<file path="src/rtl/mag_envelope_squelch_pkg.sv">
// Shared definitions for mag_envelope_squelch.
//   - settings-bus addresses (defaults for the top-level parameters)
//   - squelch state encoding
//   - magnitude / envelope widths
//   - clamp_mag: signed-magnitude clamp applied to every input sample
package mag_envelope_squelch_pkg;

   localparam int MAG_W   = 16;  // magnitude and threshold width
   localparam int ENV_W   = 32;  // envelope, unsigned Q16.16
   localparam int CALC_W  = 34;  // signed working width of the IIR update
   localparam int ALPHA_W = 4;   // alpha_shift field width

   localparam logic [7:0] SR_OPEN_LEVEL_DEF  = 8'd194;
   localparam logic [7:0] SR_CLOSE_LEVEL_DEF = 8'd195;
   localparam logic [7:0] SR_HANG_DEF        = 8'd196;
   localparam logic [7:0] SR_CTRL_DEF        = 8'd197;

   typedef enum logic [1:0] {
      ST_CLOSED = 2'd0,
      ST_OPEN   = 2'd1,
      ST_HANG   = 2'd2
   } sq_state_t;

   // The magnitude arrives as a signed SC16 I component; anything negative
   // (including 0xFFFF) is treated as zero so the envelope never wraps.
   function automatic logic [MAG_W-1:0] clamp_mag(input logic [MAG_W-1:0] raw);
      return raw[MAG_W-1] ? '0 : raw;
   endfunction

endpackage

</file>
<file path="src/rtl/mag_env_iir.sv">
// One-pole IIR envelope update, purely combinational.
//   env          current envelope, unsigned Q16.16
//   mag          clamped magnitude, unsigned integer
//   alpha_shift  smoothing shift (0 = follow mag exactly)
//   env_next     env + ((mag<<16) - env) >>> alpha_shift, saturated to 32 bits
module mag_env_iir
   import mag_envelope_squelch_pkg::*;
(
   input  logic [ENV_W-1:0]   env,
   input  logic [MAG_W-1:0]   mag,
   input  logic [ALPHA_W-1:0] alpha_shift,
   output logic [ENV_W-1:0]   env_next
);

   logic signed [CALC_W-1:0] env_s;
   logic signed [CALC_W-1:0] target;
   logic signed [CALC_W-1:0] diff;
   logic signed [CALC_W-1:0] step;
   logic signed [CALC_W-1:0] sum;

   always_comb begin
      env_s  = $signed({2'b00, env});
      target = $signed({2'b00, mag, {(ENV_W-MAG_W){1'b0}}});
      diff   = target - env_s;
      // Arithmetic shift keeps the sign so a falling input decays the envelope.
      step   = diff >>> alpha_shift;
      sum    = env_s + step;
      // Clamp to the unsigned 32-bit range: negative -> 0, bit 32 set -> all ones.
      if (sum[CALC_W-1])
         env_next = '0;
      else if (sum[CALC_W-2])
         env_next = '1;
      else
         env_next = sum[ENV_W-1:0];
   end

endmodule

</file>
<file path="src/rtl/setting_reg.sv">
// Settings-bus register: captures in[] when strobe is high and addr matches.
//   clk, rst        clock, asynchronous active-high reset
//   strobe/addr/in  settings bus
//   out             registered value, AT_RESET after reset
module setting_reg #(
   parameter logic [7:0]       MY_ADDR  = 8'd0,
   parameter int               WIDTH    = 32,
   parameter logic [WIDTH-1:0] AT_RESET = '0
) (
   input  logic             clk,
   input  logic             rst,
   input  logic             strobe,
   input  logic [7:0]       addr,
   input  logic [WIDTH-1:0] in,
   output logic [WIDTH-1:0] out
);

   always_ff @(posedge clk or posedge rst) begin
      if (rst)
         out <= AT_RESET;
      else if (strobe && (addr == MY_ADDR))
         out <= in;
   end

endmodule

</file>
<file path="src/rtl/mag_envelope_squelch.sv">
// Envelope tracker and three-state squelch gate on an SC16 magnitude stream.
//   ce_clk, ce_rst                 clock, asynchronous active-high reset
//   set_stb/set_addr/set_data      settings bus (open, close, hang, ctrl)
//   i_tdata/i_tlast/i_tvalid/i_tready  input stream, magnitude in [31:16]
//   o_tdata/o_tlast/o_tvalid/o_tready  output stream, gated value in [31:16]
//   squelch_open                   gate is OPEN or HANG
//   env_level                      integer part of the envelope
module mag_envelope_squelch
   import mag_envelope_squelch_pkg::*;
#(
   parameter logic [7:0] SR_OPEN_LEVEL  = SR_OPEN_LEVEL_DEF,
   parameter logic [7:0] SR_CLOSE_LEVEL = SR_CLOSE_LEVEL_DEF,
   parameter logic [7:0] SR_HANG        = SR_HANG_DEF,
   parameter logic [7:0] SR_CTRL        = SR_CTRL_DEF
) (
   input  logic             ce_clk,
   input  logic             ce_rst,
   input  logic             set_stb,
   input  logic [7:0]       set_addr,
   input  logic [31:0]      set_data,
   input  logic [31:0]      i_tdata,
   input  logic             i_tlast,
   input  logic             i_tvalid,
   output logic             i_tready,
   output logic [31:0]      o_tdata,
   output logic             o_tlast,
   output logic             o_tvalid,
   input  logic             o_tready,
   output logic             squelch_open,
   output logic [MAG_W-1:0] env_level
);

   logic [MAG_W-1:0] open_level;
   logic [MAG_W-1:0] close_level;
   logic [MAG_W-1:0] hang_len;
   logic [4:0]       ctrl;

   setting_reg #(.MY_ADDR(SR_OPEN_LEVEL), .WIDTH(MAG_W)) sr_open (
      .clk(ce_clk), .rst(ce_rst), .strobe(set_stb), .addr(set_addr),
      .in(set_data[MAG_W-1:0]), .out(open_level));

   setting_reg #(.MY_ADDR(SR_CLOSE_LEVEL), .WIDTH(MAG_W)) sr_close (
      .clk(ce_clk), .rst(ce_rst), .strobe(set_stb), .addr(set_addr),
      .in(set_data[MAG_W-1:0]), .out(close_level));

   setting_reg #(.MY_ADDR(SR_HANG), .WIDTH(MAG_W)) sr_hang (
      .clk(ce_clk), .rst(ce_rst), .strobe(set_stb), .addr(set_addr),
      .in(set_data[MAG_W-1:0]), .out(hang_len));

   setting_reg #(.MY_ADDR(SR_CTRL), .WIDTH(5)) sr_ctrl (
      .clk(ce_clk), .rst(ce_rst), .strobe(set_stb), .addr(set_addr),
      .in(set_data[4:0]), .out(ctrl));

   // Upper settings bits and the Q half of the input carry no information here.
   logic unused_bits;
   assign unused_bits = ^{set_data[31:MAG_W], i_tdata[15:0]};

   logic [ALPHA_W-1:0] alpha_shift;
   logic               out_env;
   assign alpha_shift = ctrl[ALPHA_W-1:0];
   assign out_env     = ctrl[4];

   logic accept;
   assign i_tready = ~o_tvalid | o_tready;
   assign accept   = i_tvalid & i_tready;

   logic [MAG_W-1:0] mag;
   logic [ENV_W-1:0] env;
   logic [ENV_W-1:0] env_next;
   logic [MAG_W-1:0] env_int;

   assign mag = clamp_mag(i_tdata[31:16]);

   mag_env_iir u_iir (
      .env(env),
      .mag(mag),
      .alpha_shift(alpha_shift),
      .env_next(env_next)
   );

   // Thresholds compare against the envelope that includes this sample.
   assign env_int = env_next[ENV_W-1:ENV_W-MAG_W];

   sq_state_t        state;
   sq_state_t        state_next;
   logic [MAG_W-1:0] hang_cnt;
   logic [MAG_W-1:0] hang_next;
   logic [MAG_W-1:0] gated;

   // NOTE: every output of this block gets a default first, so no path can
   // leave a value unassigned and infer a latch.
   always_comb begin
      state_next = state;
      hang_next  = hang_cnt;
      gated      = '0;
      case (state)
         ST_CLOSED: begin
            if (env_int >= open_level)
               state_next = ST_OPEN;
         end
         ST_OPEN: begin
            if (env_int < close_level) begin
               state_next = ST_HANG;
               hang_next  = hang_len;
            end
         end
         ST_HANG: begin
            // Recovery above the close level wins over the timer expiring.
            if (env_int >= close_level)
               state_next = ST_OPEN;
            else if (hang_cnt == '0)
               state_next = ST_CLOSED;
            else
               hang_next = hang_cnt - 16'd1;
         end
         default: state_next = ST_CLOSED;
      endcase
      if (state_next != ST_CLOSED)
         gated = out_env ? env_int : mag;
   end

   // NOTE: sequential state uses non-blocking assignments so every register
   // samples the pre-edge values, independent of statement order.
   always_ff @(posedge ce_clk or posedge ce_rst) begin
      if (ce_rst) begin
         env          <= '0;
         state        <= ST_CLOSED;
         hang_cnt     <= '0;
         o_tdata      <= '0;
         o_tlast      <= 1'b0;
         o_tvalid     <= 1'b0;
         squelch_open <= 1'b0;
         env_level    <= '0;
      end else if (accept) begin
         env          <= env_next;
         state        <= state_next;
         hang_cnt     <= hang_next;
         o_tdata      <= {gated, 16'h0000};
         o_tlast      <= i_tlast;
         o_tvalid     <= 1'b1;
         squelch_open <= (state_next != ST_CLOSED);
         env_level    <= env_int;
      end else if (o_tready) begin
         o_tvalid     <= 1'b0;
      end
   end

endmodule

</file>
<file path="config.mk">
export PLATFORM = sky130hd
export DESIGN_NAME = mag_envelope_squelch
export DESIGN_NICKNAME = d
export VERILOG_FILES = /design/src/rtl/mag_envelope_squelch_pkg.sv /design/src/rtl/mag_env_iir.sv /design/src/rtl/setting_reg.sv /design/src/rtl/mag_envelope_squelch.sv
export SDC_FILE = /design/constraint.sdc
export NUM_CORES = 1
export LEC_CHECK = 0
export BUFFER_PORTS_ARGS = -buffer_cell sky130_fd_sc_hd__buf_2
export CAP_MARGIN = 20
export CORE_UTILIZATION = 65
export DETAILED_ROUTE_END_ITERATION = 7
export PLACE_DENSITY_LB_ADDON = 0.05
export RECOVER_POWER = 25
export SLEW_MARGIN = 20
export SYNTH_ARGS = -nofsm -noshare
export SYNTH_HDL_FRONTEND = slang
export SYNTH_SLANG_ARGS = --single-unit
</file>
<file path="constraint.sdc">
create_clock -name ce_clk -period 17.9 [get_ports ce_clk]
set_input_delay 1.79 -clock ce_clk [delete_from_list [all_inputs] [get_ports ce_clk]]
set_output_delay 1.79 -clock ce_clk [all_outputs]
set_load 0.005 [all_outputs]
</file>
==> flow_metrics.tcl <==
set metrics [dict create \
    outcome "complete, but fails checks" \
    failed_checks "max-capacitance violations, max-slew violations" \
    totalWireLength_mm 31.1 \
    cap_violations 2 \
    cp_data_required_time_ps 18070 \
    drcViolationCount 0 \
    place_inst 1602 \
    multi_input_area_um2 7510 \
    yosysTopAreaCellShare_pct 27.0 \
    root_buffer "clkbuf_16" \
    netlist_area_um2 11300 \
    hold_path.startpoint "o_tlast$_DFFE_PP0P_" \
    cp_max_fo 26 \
    rsz0062_at_grt "no" \
    cts_tree "yes" \
    hold_class "reg -> reg" \
    r2r.worst_path.cells 32 \
    synth-main-ff-cell "dfrtp_1" \
    nFillCells 1408 \
    rows 47 \
    setup_violations 0 \
    hold_violations 0 \
    drt_iter0_markers 927 \
    clk_pin_slew_worst_paths_ps 60 \
    syn_to_final_growth_pct 7.71 \
    cp_common_cell "a21oi_1" \
    ys_types 93 \
    fin_nets 1558 \
    path_class "in -> reg" \
    async_flop_share_pct 100 \
    grt_pass1_wl_mm 50.1 \
    whs_path_depth 2 \
    die_h_um 134 \
    cts_setup_buffers 0 \
    synth_area_per_cell_um2 8.23 \
    min_period_over_period_pct 64.6 \
    slew_viol_final 106 \
    dieArea_um2 17900 \
    cp-end-kind "register" \
    slowest_stage "a21oi_1" \
    worstPathArrival_ps 11740 \
    vias 10412 \
    ant_nets 0 \
    port_buffers 81 \
    postCtsHoldBufs 0 \
    synth_largest_area_cell "dfrtp_1" \
    fin_cells 1634 \
    avgViaCountPerCell 6.37 \
    max_stage_delay_ps 650 \
    synth-seq-area-share_pct 27.0 \
    yosysWarnings 0 \
    r2r_end "o_tdata[29]$_DFFE_PP0P_" \
    min_period_ps 11570 \
    wl_per_cell_um 19.1 \
    ios 130 \
    min_delay_worst_endpoint "o_tlast$_DFFE_PP0P_" \
    first_pass_iters 5 \
    synthCells 1375 \
    insertion_delay_ps 430 \
    critPathBufInv 2 \
    grt_pass1_vias 9637 \
    post_cts_resized 0 \
    drive_gt1_share_pct 15.9 \
    cts_buffer_depth 2 \
    grt_usage_pct 35.8 \
    yosys_register_bits 122 \
    cts_max_level 4 \
    cts_buffers 17 \
    coreArea_um2 16800 \
    yosys-top-cells-area "dfrtp_1, ha_1, mux2_2" \
    slew_headroom_pct -69.5 \
    routabilityCongestion 0.967 \
    die_w_um 134 \
    clkSinkCount 122 \
    reg2reg_slack_ps 7780 \
    seqCellArea_um2 3050 \
    cp_top_family "compound AO/OA/AOI/OAI gates" \
    start_util_pct 67.3 \
    worst_pin_slew_ps 2540 \
    grt_max_degree 74 \
    max_freq_ghz 0.0864 \
    worstReg2RegStart "env_level[0]$_DFFE_PP0P_" \
    clock_skew_ps 7.61 \
    setup_tns_ps 0 \
    synth_enable_flop_cells 0 \
    n_antenna_cell 0 \
    antenna_found_initial 0 \
    dp_hpwl_mm 23.5 \
    gr-total-overflow 0 \
    critPathLaunchType "input pin" \
]
==> flip-flops by register name (all words and copies together), names as in the netlist <==
| register | count |
|---|---|
| sr_open.out | 16 |
| env | 16 |
| sr_hang.out | 16 |
| o_tvalid | 1 |
| state | 2 |
| sr_close.out | 16 |
| squelch_open | 1 |
| env_level | 16 |
| sr_ctrl.out | 5 |
| o_tlast | 1 |
| hang_cnt | 16 |
| o_tdata | 16 |
==> worst max path at each step <==
| stage | start | endpoint | slack, ps | cells past startpoint |
|---|---|---|---|---|
| 3_5_place_dp | i_tdata[31] | o_tdata[23]$_DFFE_PP0P_ | 6230 | 33 |
| 2_1_floorplan | i_tdata[31] | hang_cnt[2]$_DFFE_PP0P_ | 8990 | 33 |
| 6_report | i_tdata[31] | o_tdata[29]$_DFFE_PP0P_ | 6330 | 33 |
| 3_3_place_gp | i_tdata[31] | o_tdata[22]$_DFFE_PP0P_ | 6300 | 33 |
| 5_1_grt | i_tdata[31] | o_tdata[29]$_DFFE_PP0P_ | 5770 | 33 |
| 4_1_cts | i_tdata[31] | o_tdata[23]$_DFFE_PP0P_ | 6620 | 33 |
==> per-stage QoR <==
step / utilization, % / hold WS [ps] / area [um^2] / setup WS [ps]
final: 72.5 / 471 / 12200 / 6330
after global routing: 72.5 / 511 / 12200 / 5770
after CTS: 72.6 / 475 / 12200 / 6620
after detailed placement: 69.1 / 462 / 11600 / 6230
after global placement: 69.1 / 456 / 11600 / 6300
after floorplan: - / 462 / 11400 / 8990
==> final cells by class <==
cell class | instances | area share [%]
clock buffer | 17 | 3.49
clock inverter | 15 | 1.35
inverter | 80 | 2.47
multi-input combinational | 1090 | 61.6
sequential | 122 | 25.0
tap | 220 | 2.26
timing repair buffer | 90 | 3.77
==> cell families (layout without fill, tap and decap cells) <==
| group | after synthesis | count (layout) | share of synthesized area [%] |
|---|---|---|---|
| xor+xnor | 50 | 50 | 4.03 |
| flops | 122 | 122 | 27.0 |
| mux | 101 | 101 | 10.3 |
| compound gates | 408 | 408 | 23.2 |
| fa+ha+maj | 81 | 81 | 8.98 |
| other cells | 1 | 16 | 0.0331 |
| simple gates | 434 | 434 | 19.2 |
| buf+inv | 178 | 202 | 7.32 |
==> routing by layer <==
metal / GRT usage, % / vias to the layer above / part of all wire (%)
met5: 0 / - / 0
met4: 12.3 / 0 / 2.7
met3: 5.56 / 70 / 7.0
met2: 57.9 / 408 / 47
met1: 48.7 / 4947 / 44
li1: - / 4987 / -
==> layout by cell type, fill, tap and decap left out, types with 9 or more instances in the layout <==
cell type | netlist | layout
o21a_1 | 10 | 10
nand2_1 | 126 | 126
nor3_1 | 34 | 33
o22ai_1 | 11 | 11
clkbuf_16 | 0 | 17
a211oi_1 | 9 | 9
dfrtp_1 | 122 | 122
a31oi_1 | 14 | 14
mux2i_1 | 34 | 34
o21ai_0 | 120 | 120
o211ai_1 | 21 | 21
a21o_1 | 22 | 22
conb_1 | 1 | 16
xnor2_1 | 33 | 33
nand2b_1 | 28 | 28
a21oi_1 | 100 | 100
xor2_1 | 16 | 16
nor2b_1 | 23 | 23
buf_2 | 5 | 73
or2_2 | 11 | 11
ha_1 | 78 | 78
nor2_1 | 109 | 109
nand3_1 | 27 | 27
nand4_1 | 10 | 10
mux2_2 | 61 | 61
inv_1 | 77 | 76
==> worst register-to-register path: cells and delay by family, from the launching register on <==
kind	cells	cell delay, ps
AOI/OAI and AO/OA	15	4470
and+or+nand+nor	8	1800
DFF	1	460
buffers and inverters	2	670
muxes	3	780
xor gates and xnor gates	1	640
adders and majority gates	3	1060
==> cells in the mapped netlist, types with 10 or more instances <==
| library cell | number |
|---|---|
| nor2b_1 | 23 |
| o211ai_1 | 21 |
| nand4_1 | 10 |
| nor2_1 | 109 |
| a31oi_1 | 14 |
| inv_1 | 77 |
| mux2_2 | 61 |
| ha_1 | 78 |
| clkbuf_1 | 51 |
| nor3_1 | 34 |
| or2_2 | 11 |
| a21o_1 | 22 |
| o21a_1 | 10 |
| xor2_1 | 16 |
| dfrtp_1 | 122 |
| nand3_1 | 27 |
| mux2i_1 | 34 |
| nand2b_1 | 28 |
| o21ai_0 | 120 |
| o22ai_1 | 11 |
| nand2_1 | 126 |
| a21oi_1 | 100 |
| buf_4 | 35 |
| xnor2_1 | 33 |
Power is not shown: default switching activity piles up to over one toggle a cycle in this logic, so the estimate is an artifact.
